**src/rtl/mem_pkg.sv**
```systemverilog
// ---------------------------------------------------------------------------
// mem_pkg -- shared types and constants for the memory access controller.
//
// Contents:
//   DEF_ADDR_W, DEF_DATA_W   default request/SRAM address and data widths
//   DEF_WAIT_CYCLES          default strobe-active cycles per SRAM access
//   WAIT_CNT_W               width of the wait counter (covers 1..15)
//   MMIO_ADDR                word address decoded as memory-mapped I/O
//   state_t                  controller FSM state encoding
//
// Build option: MEM_ACCESS_MMIO_EN adds the MMIO state to state_t.
// ---------------------------------------------------------------------------
package mem_pkg;

  localparam int DEF_ADDR_W      = 16;
  localparam int DEF_DATA_W      = 16;
  localparam int DEF_WAIT_CYCLES = 2;
  localparam int WAIT_CNT_W      = 4;

  localparam logic [15:0] MMIO_ADDR = 16'hFFFF;

  typedef enum logic [2:0] {
    IDLE   = 3'd0,
    SETUP  = 3'd1,
    ACCESS = 3'd2,
    HOLD   = 3'd3
`ifdef MEM_ACCESS_MMIO_EN
    ,
    MMIO   = 3'd4
`endif
  } state_t;

endpackage

```
**src/rtl/mem_access_ctrl_if.sv**
```systemverilog
// ---------------------------------------------------------------------------
// mem_access_ctrl_if -- request/response channel between a control unit and
// the memory access controller.
//
// Handshake: a request transfers on the rising Clk edge where req_valid and
// req_ready are both 1; req_we/req_addr/req_wdata must be stable while
// req_valid is 1 and are don't-care otherwise. There is no response
// back-pressure: rsp_valid is a single-cycle pulse and rsp_rdata is
// meaningful in that cycle after a read (it then holds until the next read).
//
// Signals:
//   req_valid  master->slave  request present
//   req_ready  slave->master  controller idle, can accept
//   req_we     master->slave  1 = write, 0 = read
//   req_addr   master->slave  word address (ADDR_W)
//   req_wdata  master->slave  write data (DATA_W)
//   rsp_valid  slave->master  completion pulse
//   rsp_rdata  slave->master  read data (DATA_W)
// ---------------------------------------------------------------------------
interface mem_access_ctrl_if #(
  parameter int ADDR_W = 16,
  parameter int DATA_W = 16
);
  logic              req_valid;
  logic              req_ready;
  logic              req_we;
  logic [ADDR_W-1:0] req_addr;
  logic [DATA_W-1:0] req_wdata;
  logic              rsp_valid;
  logic [DATA_W-1:0] rsp_rdata;

  modport master (
    output req_valid, req_we, req_addr, req_wdata,
    input  req_ready, rsp_valid, rsp_rdata
  );

  modport slave (
    input  req_valid, req_we, req_addr, req_wdata,
    output req_ready, rsp_valid, rsp_rdata
  );
endinterface

```
**src/rtl/mmio_regs.sv**
```systemverilog
// ---------------------------------------------------------------------------
// mmio_regs -- memory-mapped I/O registers of the memory access controller.
//
// Only built with MEM_ACCESS_MMIO_EN; without it the controller has no MMIO
// and this file contributes nothing.
//
// Ports:
//   Clk, Reset_n  clock, asynchronous active-low reset
//   wr_en         write strobe (one cycle, on the accept edge)
//   wdata         data written to HEX_reg
//   Switches      board switch inputs
//   HEX_reg       registered display value, cleared by reset
//   rd_data       read mux result (the switch inputs)
// ---------------------------------------------------------------------------
`ifdef MEM_ACCESS_MMIO_EN
module mmio_regs (
  input  logic        Clk,
  input  logic        Reset_n,
  input  logic        wr_en,
  input  logic [15:0] wdata,
  input  logic [15:0] Switches,
  output logic [15:0] HEX_reg,
  output logic [15:0] rd_data
);

  logic [15:0] hex_q;

  always_ff @(posedge Clk or negedge Reset_n) begin
    if (!Reset_n) begin
      hex_q <= '0;
    end else if (wr_en) begin
      hex_q <= wdata;
    end
  end

  assign HEX_reg = hex_q;
  // Single readable location: the switches.
  assign rd_data = Switches;

endmodule
`endif

```
**src/rtl/mem_access_ctrl.sv**
```systemverilog
// ---------------------------------------------------------------------------
// mem_access_ctrl -- turns single-word requests into timed, active-low
// asynchronous SRAM strobe sequences.
//
// SRAM access: IDLE -> SETUP (1) -> ACCESS (WAIT_CYCLES) -> HOLD (1) -> IDLE.
// rsp_valid pulses in HOLD, i.e. WAIT_CYCLES+2 cycles after the accept edge.
//
// Parameters: WAIT_CYCLES (1..15), ADDR_W, DATA_W (must match bus instance).
//
// Ports:
//   Clk, Reset_n         clock, asynchronous active-low reset
//   bus                  request/response channel (slave modport)
//   Mem_CE/UB/LB/OE/WE   SRAM strobes, active-low
//   Mem_ADDR             SRAM address
//   Mem_DQ_out/Mem_DQ_oe SRAM data out and its output enable
//   Mem_DQ_in            SRAM data in
//   Switches, HEX_reg    memory-mapped I/O (HEX_reg is 0 without MMIO)
//   dbg_state            current FSM state
//
// Build option: MEM_ACCESS_MMIO_EN maps address 16'hFFFF to MMIO (read =
// Switches, write = HEX_reg) with a one-cycle MMIO state and no SRAM strobes.
// ---------------------------------------------------------------------------
module mem_access_ctrl
  import mem_pkg::*;
#(
  parameter int WAIT_CYCLES = DEF_WAIT_CYCLES,
  parameter int ADDR_W      = DEF_ADDR_W,
  parameter int DATA_W      = DEF_DATA_W
) (
  input  logic              Clk,
  input  logic              Reset_n,
  mem_access_ctrl_if.slave  bus,
  output logic              Mem_CE,
  output logic              Mem_UB,
  output logic              Mem_LB,
  output logic              Mem_OE,
  output logic              Mem_WE,
  output logic [ADDR_W-1:0] Mem_ADDR,
  output logic [DATA_W-1:0] Mem_DQ_out,
  output logic              Mem_DQ_oe,
  input  logic [DATA_W-1:0] Mem_DQ_in,
  input  logic [15:0]       Switches,
  output logic [15:0]       HEX_reg,
  output state_t            dbg_state
);

  generate
    if (WAIT_CYCLES < 1 || WAIT_CYCLES > 15) begin : g_bad_wait_cycles
      $error("mem_access_ctrl: WAIT_CYCLES must be within 1..15");
    end
  endgenerate

  localparam logic [WAIT_CNT_W-1:0] WAIT_LAST = WAIT_CNT_W'(WAIT_CYCLES - 1);

  state_t                  state_q, state_d;
  logic [WAIT_CNT_W-1:0]   wait_cnt_q;
  logic                    we_q;
  logic [ADDR_W-1:0]       addr_q;
  logic [DATA_W-1:0]       wdata_q;
  logic [DATA_W-1:0]       rsp_rdata_q;
  logic                    accept;
  logic                    access_last;
  logic                    is_mmio;

  assign accept      = bus.req_valid && bus.req_ready;
  assign access_last = (state_q == ACCESS) && (wait_cnt_q == WAIT_LAST);

`ifdef MEM_ACCESS_MMIO_EN
  logic        mmio_wr;
  logic [15:0] mmio_rdata;

  assign is_mmio = (bus.req_addr == ADDR_W'(MMIO_ADDR));
  // HEX_reg takes the request data directly on the accept edge.
  assign mmio_wr = accept && is_mmio && bus.req_we;

  mmio_regs u_mmio_regs (
    .Clk      (Clk),
    .Reset_n  (Reset_n),
    .wr_en    (mmio_wr),
    .wdata    (16'(bus.req_wdata)),
    .Switches (Switches),
    .HEX_reg  (HEX_reg),
    .rd_data  (mmio_rdata)
  );
`else
  logic unused_switches;

  assign is_mmio         = 1'b0;
  assign HEX_reg         = '0;
  assign unused_switches = ^Switches;
`endif

  // State, wait counter, request capture and read data.
  always_ff @(posedge Clk or negedge Reset_n) begin
    if (!Reset_n) begin
      state_q     <= IDLE;
      wait_cnt_q  <= '0;
      we_q        <= 1'b0;
      addr_q      <= '0;
      wdata_q     <= '0;
      rsp_rdata_q <= '0;
    end else begin
      state_q <= state_d;

      // Counts ACCESS cycles; returns to 0 on the last one so it is ready
      // for the next access without an extra clear.
      if ((state_q == ACCESS) && (wait_cnt_q != WAIT_LAST)) begin
        wait_cnt_q <= wait_cnt_q + 1'b1;
      end else begin
        wait_cnt_q <= '0;
      end

      // Registered copy isolates the access from later input changes.
      if (accept) begin
        we_q    <= bus.req_we;
        addr_q  <= bus.req_addr;
        wdata_q <= bus.req_wdata;
      end

      if (access_last && !we_q) begin
        rsp_rdata_q <= Mem_DQ_in;
      end
`ifdef MEM_ACCESS_MMIO_EN
      // MMIO read data must be ready during the single MMIO cycle, so it is
      // captured on the accept edge.
      if (accept && is_mmio && !bus.req_we) begin
        rsp_rdata_q <= DATA_W'(mmio_rdata);
      end
`endif
    end
  end

  // Next state and strobes.
  always_comb begin
    state_d       = state_q;
    Mem_CE        = 1'b1;
    Mem_UB        = 1'b1;
    Mem_LB        = 1'b1;
    Mem_OE        = 1'b1;
    Mem_WE        = 1'b1;
    Mem_DQ_oe     = 1'b0;
    bus.req_ready = 1'b0;
    bus.rsp_valid = 1'b0;

    case (state_q)
      IDLE: begin
        bus.req_ready = 1'b1;
        if (accept) begin
`ifdef MEM_ACCESS_MMIO_EN
          state_d = is_mmio ? MMIO : SETUP;
`else
          state_d = SETUP;
`endif
        end
      end
      SETUP: begin
        Mem_CE    = 1'b0;
        Mem_UB    = 1'b0;
        Mem_LB    = 1'b0;
        Mem_DQ_oe = we_q;
        state_d   = ACCESS;
      end
      ACCESS: begin
        Mem_CE    = 1'b0;
        Mem_UB    = 1'b0;
        Mem_LB    = 1'b0;
        Mem_DQ_oe = we_q;
        // OE and WE derive from opposite polarities of we_q, so they can
        // never be low together.
        Mem_OE    = we_q;
        Mem_WE    = !we_q;
        if (wait_cnt_q == WAIT_LAST) begin
          state_d = HOLD;
        end
      end
      HOLD: begin
        Mem_CE        = 1'b0;
        Mem_UB        = 1'b0;
        Mem_LB        = 1'b0;
        Mem_DQ_oe     = we_q;
        bus.rsp_valid = 1'b1;
        state_d       = IDLE;
      end
`ifdef MEM_ACCESS_MMIO_EN
      MMIO: begin
        bus.rsp_valid = 1'b1;
        state_d       = IDLE;
      end
`endif
      default: begin
        state_d = IDLE;
      end
    endcase
  end

  assign Mem_ADDR      = addr_q;
  assign Mem_DQ_out    = wdata_q;
  assign bus.rsp_rdata = rsp_rdata_q;
  assign dbg_state     = state_q;

  // is_mmio only steers the FSM when MMIO is built in.
  logic unused_is_mmio;
  assign unused_is_mmio = is_mmio;

endmodule

```
**src/flat_wrapper.sv**
```systemverilog
// flat-port wrapper written by rule: the top's interface ports become plain ports
module mem_access_ctrl_flat import mem_pkg::*;
#(
  parameter int WAIT_CYCLES = DEF_WAIT_CYCLES,
  parameter int ADDR_W      = DEF_ADDR_W,
  parameter int DATA_W      = DEF_DATA_W
)
  (Clk, Reset_n, Mem_CE, Mem_UB, Mem_LB, Mem_OE, Mem_WE, Mem_ADDR, Mem_DQ_out, Mem_DQ_oe, Mem_DQ_in, Switches, HEX_reg, dbg_state, bus_req_valid, bus_req_we, bus_req_addr, bus_req_wdata, bus_req_ready, bus_rsp_valid, bus_rsp_rdata);
  mem_access_ctrl_if #(.ADDR_W(ADDR_W), .DATA_W(DATA_W)) bus_i ();
  input  logic Clk;
  input  logic Reset_n;
  output logic Mem_CE;
  output logic Mem_UB;
  output logic Mem_LB;
  output logic Mem_OE;
  output logic Mem_WE;
  output logic [ADDR_W-1:0] Mem_ADDR;
  output logic [DATA_W-1:0] Mem_DQ_out;
  output logic Mem_DQ_oe;
  input  logic [DATA_W-1:0] Mem_DQ_in;
  input  logic [15:0] Switches;
  output logic [15:0] HEX_reg;
  output state_t dbg_state;
  input wire logic [$bits(bus_i.req_valid)-1:0] bus_req_valid;
  input wire logic [$bits(bus_i.req_we)-1:0] bus_req_we;
  input wire logic [$bits(bus_i.req_addr)-1:0] bus_req_addr;
  input wire logic [$bits(bus_i.req_wdata)-1:0] bus_req_wdata;
  output wire logic [$bits(bus_i.req_ready)-1:0] bus_req_ready;
  output wire logic [$bits(bus_i.rsp_valid)-1:0] bus_rsp_valid;
  output wire logic [$bits(bus_i.rsp_rdata)-1:0] bus_rsp_rdata;
  assign bus_i.req_valid = bus_req_valid;
  assign bus_i.req_we = bus_req_we;
  assign bus_i.req_addr = bus_req_addr;
  assign bus_i.req_wdata = bus_req_wdata;
  assign bus_req_ready = bus_i.req_ready;
  assign bus_rsp_valid = bus_i.rsp_valid;
  assign bus_rsp_rdata = bus_i.rsp_rdata;
  mem_access_ctrl #(.WAIT_CYCLES(WAIT_CYCLES), .ADDR_W(ADDR_W), .DATA_W(DATA_W)) u_core (.Clk(Clk), .Reset_n(Reset_n), .bus(bus_i), .Mem_CE(Mem_CE), .Mem_UB(Mem_UB), .Mem_LB(Mem_LB), .Mem_OE(Mem_OE), .Mem_WE(Mem_WE), .Mem_ADDR(Mem_ADDR), .Mem_DQ_out(Mem_DQ_out), .Mem_DQ_oe(Mem_DQ_oe), .Mem_DQ_in(Mem_DQ_in), .Switches(Switches), .HEX_reg(HEX_reg), .dbg_state(dbg_state));
endmodule
```
**config.mk**
```make
export PLATFORM = sky130hd
export DESIGN_NAME = mem_access_ctrl_flat
export DESIGN_NICKNAME = d
export VERILOG_FILES = /design/src/rtl/mem_pkg.sv /design/src/rtl/mem_access_ctrl_if.sv /design/src/rtl/mmio_regs.sv /design/src/rtl/mem_access_ctrl.sv /design/src/flat_wrapper.sv
export SDC_FILE = /design/constraint.sdc
export NUM_CORES = 1
export LEC_CHECK = 0
export ABC_AREA = 1
export BUFFER_PORTS_ARGS = -buffer_cell sky130_fd_sc_hd__buf_2
export CORE_MARGIN = 2
export CORE_UTILIZATION = 44
export DETAILED_ROUTE_END_ITERATION = 10
export GPL_ROUTABILITY_DRIVEN = 0
export PLACE_DENSITY = 0.8
export REMOVE_ABC_BUFFERS = 1
export SKIP_CTS_REPAIR_TIMING = 1
export SLEW_MARGIN = 20
export SYNTH_ARGS = -nofsm -noshare
export SYNTH_HDL_FRONTEND = slang
export SYNTH_SLANG_ARGS = --single-unit
```
**constraint.sdc**
```tcl
create_clock -name Clk -period 1.7 [get_ports Clk]
set_input_delay 0.51 -clock Clk [delete_from_list [all_inputs] [get_ports Clk]]
set_output_delay 0.51 -clock Clk [all_outputs]
set_load 0.05 [all_outputs]
```
### After elaboration in Yosys (flattened, before gate mapping)

Cells that the tools add are included.

* flip-flop bits (word level): 56
* output and inout bits: 75
* word-level logic and storage cells: 32
* bits of input ports: 68

* reduce and logical (&&, ||, !) cells: 8
* mux-type cells: 10
* equal/unequal tests: 7
* $add $sub $neg: 1

Operators with widths (number)
* case mux 3 bit (3 select lines): 1
* == test 3 x 2 -> 1 bit, second input constant: 2
* two-way mux 1 bit: 6
* two-way mux 3 bit: 2
* adder 4 x 1 -> 4 bit, second input constant: 1
* == test 4 x 1 -> 1 bit, second input constant: 1
* logical AND 1 bit: 4
* two-way mux 4 bit: 1
* inequality test 4 x 1 -> 1 bit, second input constant: 1
* == test 3 x 1 -> 1 bit, second input constant: 1
* logical NOT 3 bit: 1
* OR reduction 3 bit: 1
* inequality test 2 x 1 -> 1 bit, second input constant: 1
* inequality test 2 bit, second input constant: 1
* AND reduction 2 bit: 1
* logical NOT 1 bit: 1

### Depth between registers and ports, before layout

Gate-level depths: netlist of the first run.

* depth after elaboration: 5
* mapped depth: 8
* depth with buffers taken out: 7

### Least setup slack after synthesis of the first run

No wires, ideal clock.

* path type: register -> output
* from: reg u_core.state_q[0] (netlist: u_core.dbg_state[0])
* to: out Mem_DQ_oe
* setup slack: -1115 ps
* cell stages (with the launch flop): 6
* arrival: 2305 ps
* required time: 1190 ps
* cells stage by stage: dfrtp_1 > inv_1 > ha_1 > buf_4 > buf_2 > nor2_1

* word-level cells in the longest chain between the ends: 3
* elaborated cells between the ends (all ways): 5
* those cells by class: 3 x eq/ne; 1 x mux; 1 x reduce/logical

Ends and longest elaborated chain
* from (decl): RTL line mem_access_ctrl.sv:55 `state_t state_q, state_d;`
* from (signal assigned): RTL line mem_access_ctrl.sv:103 `state_q <= state_d;`
* == test 3 x 2 -> 1 bit / == test 3 x 1 -> 1 bit (equally long branches): RTL line mem_access_ctrl.sv:145 `case (state_q)`
* OR reduction 3 bit (no source line) (*)
* two-way mux 1 bit (*): RTL line mem_access_ctrl.sv:145
* to (decl): RTL line flat_wrapper.sv:19 `output logic Mem_DQ_oe;`

Mark *: on every way between the ends. The rest lies on a longest branch, timed or not.

### Final worst setup path of the first run

* from: reg u_core.state_q[0] (netlist: u_core.dbg_state[0])
* to: out Mem_OE

* word-level cells in the longest chain between the ends: 2

Ends and longest elaborated chain
* == test 3 x 2 -> 1 bit: RTL line mem_access_ctrl.sv:145
* two-way mux 1 bit: RTL line mem_access_ctrl.sv:145
* to (decl): RTL line flat_wrapper.sv:15 `output logic Mem_OE;`

No other way between the ends.

==> metrics.md, run 1 <==
| Metric | Value |
|---|---|
| Status | `complete, but fails checks` |
| Failing checks | `setup timing` |
| Antenna Nets Post-Route | `0` |
| Cell Chain, Critical Path | `inv_2 -> ha_4 -> inv_4 -> nor2_4 -> inv_2 -> buf_8` |
| Grt met1 use | `a little over a fifth` |
| Asr flop ratio synth | `100.0%` |
| Max Fclk | `553.7 MHz` |
| Max incr delay on CP | `0.40 ns` |
| Die H | `between 70 and 80 µm` |
| Max H-tree Level | `2` |
| Largest net degree at the start of global routing | `56` |
| Area occupied by multi-input gates | `917.1 µm²` |
| Slowest-stage cell, CP | `dfrtp_1` |
| Primary FF master, synth | `dfrtp_1` |
| Fin worst setup slack | `-0.1062 ns` |
| Internal power | `around 0.0035 W` |
| Core ar. | `5540 µm²` |
| Fin Setup TNS | `-0.4172 ns` |
| Simple logic cell fraction of the synthesized area | `a little under a quarter` |
| Crit-path most repeated cell | `inv_2` |
| Initial antenna violation count | `0` |
| Reg power frac | `between 20% and 30%` |
| Xor/xnor share of the synthesized area | `less than 1%` |
| Ports | `about 140` |
| Seq/Total Area, Yosys | `a little over half` |
| Post-DP HPWL | `just under 4000 µm` |
| Antenna Cells | `0` |
| Post-synthesis compound-gate area fraction | `about 5.9%` |
| Critical path endpoint category | `primary output` |
| Netlist cell types | `20` |
| Fill cells | `~500` |
| Pins Over Slew Limit | `0` |
| GR Overflow Total | `0` |
| Final hold vios | `0` |
| First-pass GRT wire length | `a little over 8000 µm` |
| Comb pwr share | `a little over three fifths` |
| Post-layout util | `between 50% and 60%` |
| Most frequent cells in the layout | `buf_2 (101), nand2_1 (84), dfrtp_1 (54)` |
| Final net count | `~460` |
| Startpoint Class | `register` |
| Adder-cell share of the synthesized area | `~3.0%` |
| Switching Share | `between 50% and 60%` |
| Placed Area | `between 3000 and 4000 µm²` |
| Fraction of layout cells with a size suffix above 1 | `roughly 42%` |
| Yosys warns | `0` |
| IO Port Bufs | `between 100 and 150` |
| Core Rows | `27` |
| CTS tree | `yes` |
| CP Buf/Inv Count | `4` |
| Final count of negative-setup-slack endpoints | `8` |
| Die Area | `between 6000 and 7000 µm²` |
| Met2 Resource Use GR | `between 20% and 30%` |
| Reg area | `1378 µm²` |
| Vias in the first global route | `1804` |
| Crit path time final | `about 1.8 ns` |
| Setup Crit Path Kind | `reg -> out` |
| Clk pwr share | `approximately 8.9%` |
| Maxcap violations | `0` |
| Gate count of the mapped netlist | `roughly 270` |
| Final period util | `106.2%` |
| Worst Skew | `~0.0063 ns` |
| Largest fanout on the critical path | `3` |
| Worst EP required | `between 1 and 1.5 ns` |
| First-pass iteration count of the detailed router | `5` |
| Mux cell area share after synthesis | `0%` |
| CTS max path bufs | `2` |
| Clock Latency Late Sink | `roughly 0.3 ns` |
| Reg clk slew, reported paths | `around 0.1 ns` |
| Commonest non-fill, non-tap cell in the layout | `buf_2` |
| TritonCTS Sinks | `between 50 and 60` |
| Flops & latches, synth | `55` |
| TritonCTS buffer count | `5` |
| RSZ-0062 raised after global routing | `yes` |
| Peak supply drop | `about 1.6 mV` |
| EDFF count, synth | `0` |
| Initial Util | `between 40% and 50%` |
| Chip Width | `approximately 80 µm` |
| M3 GR Usage | `~5%` |
| Post-Synthesis Cell Area | `roughly 2500 µm²` |
| DRC Markers | `0` |
| Wire per inst | `between 10 and 15 µm` |
| Pwr dens | `2394 nW/µm²` |
| Post-synthesis average cell area | `roughly 9.3 µm²` |
| LEAKAGE | `between 1.5 and 2 nW` |
| Largest delay share family, worst path | `flip-flops` |
| Vias per Instance | `between 4 and 5` |
| Psw | `between 0.004 and 0.005 W` |
| Main combinational cell family by area after synthesis | `simple AND/OR/NAND/NOR gates` |
| Root buf cell | `clkbuf_8` |
| Tot Pwr | `a little under 0.008 W` |
| Worst path arrival time | `1.30 ns` |
| Overall global routing resource usage | `~17%` |
| DRT iter0 DRCs | `98` |
| DR vias | `between 2000 and 2500` |
| Final Cell Area | `3306 µm²` |
| Area Growth Syn to Fin | `30.73%` |
| Hold WC Path Type | `in -> async` |
| Post-Route WL | `approximately 5400 µm` |
| Grt peak-use layer | `met2` |
-- synth_stat cells (2+ instances only) --
library cell | number | share of area [%]
a21oi_1 | 2 | 0.40
inv_1 | 22 | 3.3
dfrtp_1 | 55 | 54
buf_6 | 3 | 1.3
nand3_1 | 35 | 6.9
nand2_2 | 5 | 1.2
buf_4 | 21 | 6.2
buf_2 | 10 | 2.0
ha_1 | 6 | 3.0
o21ai_2 | 16 | 5.5
nor2_1 | 6 | 0.89
nand2_1 | 84 | 12
-- cell type report --
type,instances,area share (%)
Clock buffer,5,2.082
Clock inverter,3,0.5678
Inverter,23,2.687
Multi-Input combinational cell,177,27.74
Sequential cell,55,41.67
Tap cell,72,2.725
Timing Repair Buffer,123,22.52
-- worst register-to-register path: cells and delay by family, from the launching register on --
kind | cells | cell delay (ns)
flip-flops | 1 | 0.45
AND/OR/NAND/NOR | 4 | 0.45
buffers and inverters | 3 | 0.44
adder cells (fa/ha/maj) | 1 | 0.22
-- registers in the layout, summed over array words and instances, names as in the netlist --
register / cells
u_core.wait_cnt_q: 4
u_core.we_q: 1
u_core.dbg_state: 2
u_core.Mem_ADDR: 16
u_core.Mem_DQ_out: 16
u_core.bus.rsp_rdata: 16
-- per-stage QoR --
stage	std cells	setup WS [ns]	hold WS, ns
5_1_grt	458	-0.1701	0.1992
2_1_floorplan	255	-2.377	0.2144
3_5_place_dp	447	0.08414	0.4529
4_1_cts	455	-0.2343	0.1907
3_3_place_gp	447	0.1349	0.4500
6_report	458	-0.1062	0.1853
-- per-layer routing --
metal	wire length (µm)	up-vias	part of all wire (%)
met5	0	-	0
met4	72	0	1.3
met3	405	7	7.5
met2	2637	80	49
met1	2261	935	42
li1	-	1028	-
-- power groups by stage --
stage,Combinational [W],Clock [W],Sequential [W]
5_1_grt,0.00529,0.000792,0.00230
3_5_place_dp,0.00467,0,0.00223
6_report,0.00498,0.000705,0.00223
4_1_cts,0.00466,0.000743,0.00222
3_3_place_gp,0.00459,0,0.00222
2_1_floorplan,0.00133,0,0.00426
-- logic make-up after synthesis --
logic type	count (synthesis)
compound gates	18
flops	55
xor+xnor	2
fa+ha+maj	6
other cells	1
buf+inv	57
simple gates	134
-- path summary, 6_finish.rpt --
kind	start	slack (ns)	cells past startpoint	endpoint
worst min register to register	u_core.Mem_ADDR[1]	0.47	2	u_core.Mem_ADDR[1]
worst min-delay path	Reset_n	0.19	2	u_core.wait_cnt_q[3]
max in group asynchronous	Reset_n	1.25	2	u_core.dbg_state[1]
worst max-delay path	u_core.dbg_state[0]	-0.11	6	Mem_OE
worst max register to register	u_core.dbg_state[1]	0.09	8	u_core.dbg_state[1]
min in group Clk	bus_req_addr[10]	0.43	3	u_core.Mem_ADDR[10]
Power figures use the tool's default switching activity.
==> inputs of run 2 (changes only) <==
CORE_UTILIZATION = 46   (was 44)
CTS_BUF_LIST = sky130_fd_sc_hd__clkbuf_8   (was not set)
PLACE_DENSITY = 0.83   (was 0.8)
SKIP_CTS_REPAIR_TIMING = not set   (was 1)
SLEW_MARGIN = not set   (was 20)
==> run 2 against run 1 <==
- the run still ends with setup timing left
- count of clock-buffer cells in the layout unchanged
- setup slack better by 0.022 ns
- register-to-register slack worse by 0.03 ns
- clock skew up 0.00087 ns
- design area up 3.7%
- critical endpoint is now Mem_DQ_oe
==> metrics.md, run 2 (same netlist as run 1, synthesis figures left out) <==
| Metric | Value |
|---|---|
| TritonCTS Sinks | `55 (unchanged)` |
| Max Fclk | `560.5 MHz (+1.2%)` |
| Ports | `143 (unchanged)` |
| Setup Crit Path Kind | `reg -> out` |
| CTS tree | `yes` |
| Chip Width | `78.14 µm (-2.1%)` |
| Overall global routing resource usage | `18.01% (+1.5 points)` |
| Die H | `78.14 µm (-2.1%)` |
| Clock Latency Late Sink | `0.30 ns (about the same)` |
| Peak supply drop | `1.616 mV (-0.24%)` |
| Hold WC Path Type | `in -> async` |
| Commonest non-fill, non-tap cell in the layout | `buf_2` |
| Fraction of layout cells with a size suffix above 1 | `43.22% (+0.99 points)` |
| Crit path time final | `1.784 ns (-0.02191 ns)` |
| LEAKAGE | `1.959 nW (+3.1%)` |
| DR vias | `2086 (+1.8%)` |
| Fill cells | `439 (-12%)` |
| Antenna Cells | `0 (unchanged)` |
| Status | `complete, but fails checks` |
| Vias in the first global route | `1979 (+9.7%)` |
| Largest fanout on the critical path | `7 (+4)` |
| Worst EP required | `1.19 ns (about the same)` |
| Initial Util | `48.58% (+2.9 points)` |
| Antenna Nets Post-Route | `0 (unchanged)` |
| Largest net degree at the start of global routing | `35 (-38%)` |
| Root buf cell | `clkbuf_8` |
| Die Area | `6106 µm² (-4.1%)` |
| Worst Skew | `0.007143 ns (+0.0008721 ns)` |
| Area Growth Syn to Fin | `35.53%` |
| Wire per inst | `11.65 µm (-0.72%)` |
| Final hold vios | `0 (unchanged)` |
| Core Rows | `26 (-3.7%)` |
| Post-Route WL | `5372 µm (about the same)` |
| Core ar. | `5205 µm² (-6.1%)` |
| Pins Over Slew Limit | `0 (unchanged)` |
| Pwr dens | `2398 nW/µm² (+0.15%)` |
| RR Startpoint | `u_core.dbg_state[1]` |
| Maxcap violations | `0 (unchanged)` |
| Crit path launch | `u_core.dbg_state[1]` |
| DRC Markers | `0 (unchanged)` |
| Hold-fix buffers, CTS | `0` |
| TritonCTS buffer count | `5 (unchanged)` |
| CTS max path bufs | `2 (unchanged)` |
| Final period util | `105.0% (-1.3 points)` |
| Most frequent cells in the layout | `buf_2 (101), nand2_1 (83), dfrtp_1 (54)` |
| Worst path arrival time | `1.27 ns (-0.03 ns)` |
| Final count of negative-setup-slack endpoints | `7 (-1)` |
| First-pass GRT wire length | `8756 µm (+6.7%)` |
| DRT iter0 DRCs | `105 (+7.1%)` |
| Post-DP HPWL | `3852 µm (-0.93%)` |
| Startpoint Class | `register` |
| Fin worst setup slack | `-0.08426 ns (+0.02191 ns)` |
| Max H-tree Level | `2 (unchanged)` |
| Final net count | `465 (+1.3%)` |
| Vias per Instance | `4.525 (+1.1%)` |
| R2R Setup Slk | `0.06 ns (-0.03 ns)` |
| RSZ-0062 raised after global routing | `yes` |
| GR Overflow Total | `0 (unchanged)` |
| Failing checks | `setup timing` |
| IO Port Bufs | `109 (unchanged)` |
| Initial antenna violation count | `0 (unchanged)` |
| Critical path endpoint category | `primary output` |
| Fin Setup TNS | `-0.4562 ns (-0.03903 ns)` |
| Worst r2r path cells | `8 (unchanged)` |
| Hold WS | `0.1498 ns (-0.03543 ns)` |
| First-pass iteration count of the detailed router | `4 (-1)` |
| Crit Reg-Reg Endpoint | `u_core.we_q` |
| Reg clk slew, reported paths | `0.09 ns (about the same)` |
==> run 2: changes by cell type in the layout (fill, tap and decap cells not counted), moves of 2 or more <==
| cell | previous run | this run |
|---|---|---|
| buf_4 | 12 | 14 |
| clkinv_2 | 2 | 0 |
| buf_12 | 2 | 4 |
| buf_8 | 5 | 8 |
==> run 2: power by group <==
| group | internal [W] | total (W) | switching, W |
|---|---|---|---|
| combinational | 0.00145 | 0.00516 | 0.00371 |
| sequential | 0.00191 | 0.00225 | 0.000350 |
| clock | 0.000426 | 0.000799 | 0.000374 |
| total | 0.00378 | 0.00822 | 0.00443 |
==> run 2: timing repair <==
action	CTS	global route
setup buffers	6	3
gates resized for setup	35	6
hold endpoints to repair	0	0
pin swaps	2	1
setup endpoints to repair	8	8
==> run 2: routing by layer <==
layer | global-route usage (%) | vias up | part of all wire [%]
met5 | 0 | - | 0
met4 | 5.088 | 0 | 0.95
met3 | 5.057 | 4 | 8.2
met2 | 30.34 | 100 | 47
met1 | 22.80 | 938 | 44
li1 | - | 1044 | -
==> run 2: cell type report <==
| class | count | area [µm²] | area share [%] |
|---|---|---|---|
| Sequential cell | 55 | 1378 | 40.20 |
| Inverter | 23 | 88.84 | 2.592 |
| Timing Repair Buffer | 129 | 833.3 | 24.32 |
| Tap cell | 70 | 87.58 | 2.556 |
| Clock inverter | 2 | 33.78 | 0.9858 |
| Multi-Input combinational cell | 177 | 937.1 | 27.35 |
| Clock buffer | 5 | 68.82 | 2.008 |
==> run 2: worst max path at each step <==
| stage | to | slack (ns) | depth (start not counted) |
|---|---|---|---|
| 2_1_floorplan | Mem_DQ_oe | -2.38 | 3 |
| 3_3_place_gp | Mem_DQ_oe | 0.08 | 5 |
| 3_5_place_dp | Mem_DQ_oe | 0.06 | 5 |
| 4_1_cts | Mem_OE | -0.07 | 6 |
| 5_1_grt | Mem_OE | -0.15 | 6 |
| 6_report | Mem_DQ_oe | -0.08 | 4 |
==> run 2: worst max-delay path, stage by stage, from the launching register on <==
cell and delay [ns]:
dfrtp_2 0.45, inv_2 0.08, ha_4 0.25, nor2_4 0.05
buf_6 0.15
==> run 2: stage by stage <==
stage          util [%]  cells  worst slack, ns  power, W  cell area, µm²
2_1_floorplan         -    255           -2.377  0.005588            2347
3_3_place_gp      60.19    446          0.08349  0.006848            3133
3_5_place_dp      60.19    446          0.05641  0.006942            3133
4_1_cts           64.98    458         -0.07448  0.008120            3382
5_1_grt           65.84    461          -0.1529  0.008698            3427
6_report          65.84    461         -0.08426  0.008217            3427
==> inputs of run 3 (changes only) <==
BUFFER_PORTS_ARGS = not set   (was -buffer_cell sky130_fd_sc_hd__buf_2)
CORE_UTILIZATION = 63   (was 46)
DONT_BUFFER_PORTS = 1   (was not set)
PLACE_DENSITY = 0.79   (was 0.83)
SLEW_MARGIN = 20   (was not set)
==> run 3 against run 2 <==
- the flow finishes with violations (hold timing, setup timing)
- design area fell by 19%
- via count fell by 19%
- sequential share of layout area rose by 9.4 points
- die area fell by 26%
- first-iteration DRC count decreased by 29%
- worst hold slack worse by 0.26 ns
- critical endpoint is now Mem_CE
- critical path depth down 1
- flip-flop and latch count unchanged
- non-clock buffer count fell by 115
- maximum frequency is 1.7% lower
==> metrics.md, run 3 (same netlist as run 1, synthesis figures left out) <==
| Metric | Value |
|---|---|
| Status | `complete, but fails checks` |
| Failing checks | `hold timing, setup timing` |
| Chip Width | `67.36 µm (-14%)` |
| Initial antenna violation count | `0 (unchanged)` |
| Setup Crit Path Kind | `reg -> out` |
| Root buf cell | `clkbuf_8` |
| DR vias | `1687 (-19%)` |
| Fraction of layout cells with a size suffix above 1 | `19.86% (-23 points)` |
| Final hold vios | `55 (+55)` |
| Worst EP required | `1.19 ns (about the same)` |
| Post-Route WL | `4704 µm (-12%)` |
| Final period util | `106.8% (+1.9 points)` |
| IO Port Bufs | `0 (-100%)` |
| Hold WC Path Type | `in -> async` |
| First-pass GRT wire length | `7100 µm (-19%)` |
| Hold WS | `-0.1120 ns (-0.2618 ns)` |
| Largest fanout on the critical path | `6 (-1)` |
| Metal-1 WL | `1872 µm (-20%)` |
| Worst Max-Slew Pin Slew | `a little over 0.5 ns` |
| Non-filler cells in the finished layout | `327 (-29%)` |
| Startpoint Class | `register` |
| CTS max path bufs | `2 (unchanged)` |
| Metal3 WL | `488 µm (+11%)` |
| Antenna Nets Post-Route | `0 (unchanged)` |
| Reg clk slew, reported paths | `0.10 ns (about the same)` |
| First-pass iteration count of the detailed router | `4 (unchanged)` |
| TritonCTS Sinks | `55 (unchanged)` |
| Vias per Instance | `5.159 (+14%)` |
| Ports | `143 (unchanged)` |
| Die H | `67.36 µm (-14%)` |
| DRT iter0 DRCs | `75 (-29%)` |
| Metal2 WL | `2293 µm (-9.7%)` |
| Largest net degree at the start of global routing | `56 (+60%)` |
| TritonCTS buffer count | `5 (unchanged)` |
| GR Overflow Total | `0 (unchanged)` |
| Placed Area | `2560 µm² (-18%)` |
| Core ar. | `3943 µm² (-24%)` |
| Max Fclk | `550.7 MHz (-1.7%)` |
| Max H-tree Level | `2 (unchanged)` |
| Area Growth Syn to Fin | `9.846%` |
| CTS tree | `yes` |
| Clock Latency Late Sink | `0.30 ns (about the same)` |
| Fin worst setup slack | `-0.1159 ns (-0.03167 ns)` |
| Final Cell Area | `2778 µm² (-19%)` |
| Core Rows | `23 (-12%)` |
| Placed cells | `315 (-29%)` |
| Final net count | `350 (-25%)` |
| Commonest non-fill, non-tap cell in the layout | `nand2_1` |
| Worst path arrival time | `1.31 ns (+0.04 ns)` |
| Top Layer Used | `met4` |
| Pins Over Slew Limit | `0 (unchanged)` |
| Maxcap violations | `0 (unchanged)` |
| Post-DP HPWL | `3196 µm (-17%)` |
| Crit path time final | `1.816 ns (+0.03167 ns)` |
| Most frequent cells in the layout | `nand2_1 (83), dfrtp_1 (54), nand3_1 (35)` |
| Critical path endpoint category | `primary output` |
| DRC Markers | `0 (unchanged)` |
| Final count of negative-setup-slack endpoints | `8 (+1)` |
| Die Area | `4537 µm² (-26%)` |
| Wire per inst | `14.39 µm (+23%)` |
| Vias in the first global route | `1541 (-22%)` |
| Normalized max-slew margin | `between 60% and 70%` |
| Initial Util | `64.14% (+16 points)` |
| Overall global routing resource usage | `21.22% (+3.2 points)` |
| Antenna Cells | `0 (unchanged)` |
| Worst Skew | `0.008219 ns (+0.001076 ns)` |
| RSZ-0062 raised after global routing | `yes` |
run 3: cell type report:
type | count | area, µm²
Sequential cell | 55 | 1378
Fill cell | 313 | 1165
Multi-Input combinational cell | 177 | 937.1
Timing Repair Buffer | 14 | 219.0
Inverter | 23 | 86.33
Clock buffer | 6 | 82.58
Tap cell | 50 | 62.56
Clock inverter | 2 | 12.51
run 3: path summary, 6_finish.rpt:
kind / start / to / slack (ns) / depth (start not counted)
min in group Clk: Mem_DQ_in[11] / u_core.bus.rsp_rdata[11] / 0.33 / 2
worst max register to register: u_core.dbg_state[1] / u_core.Mem_DQ_out[4] / 0.24 / 6
max in group asynchronous: Reset_n / u_core.Mem_ADDR[14] / 1.72 / 0
worst min register to register: u_core.wait_cnt_q[0] / u_core.wait_cnt_q[0] / 0.53 / 1
worst max-delay path: u_core.dbg_state[1] / Mem_CE / -0.12 / 3
worst min-delay path: Reset_n / u_core.Mem_ADDR[7] / -0.11 / 0
run 3: worst max-delay path, stage by stage, from the launching register on:
cell,delay [ns]
dfrtp_2,0.46
inv_2,0.08
ha_4,0.19
buf_16,0.25
run 3: timing repair:
| action | CTS | global route |
|---|---|---|
| cloned | 1 | 0 |
| gates resized for setup | 14 | 4 |
| endpoints found under the hold margin | 55 | 55 |
| buffers inserted | 2 | 1 |
| endpoints found under the setup margin | 8 | 22 |
| pin swaps | 2 | 1 |
run 3: per-stage QoR:
stage | hold WS (ns) | utilization [%] | setup WS, ns | TNS, ns
detailed placement | 0.2155 | 64.93 | 0.1103 | 0
global placement | 0.2156 | 64.93 | 0.1371 | 0
floorplan | 0.2144 | - | -2.377 | -92.84
finish | -0.1120 | 70.45 | -0.1159 | -0.7534
CTS | -0.1171 | 69.85 | -0.1144 | -0.6695
global route | -0.1319 | 70.45 | -0.1833 | -1.094
run 3: metal layers:
metal,vias up,global-route usage (%)
li1,812,-
met1,780,24.84
met2,87,35.52
met3,8,8.667
met4,0,6.888
met5,-,0
Power of run 3 is left out: the tool's default activity adds up to more than one toggle a clock period on the data nets, which glitch-free logic cannot reach.
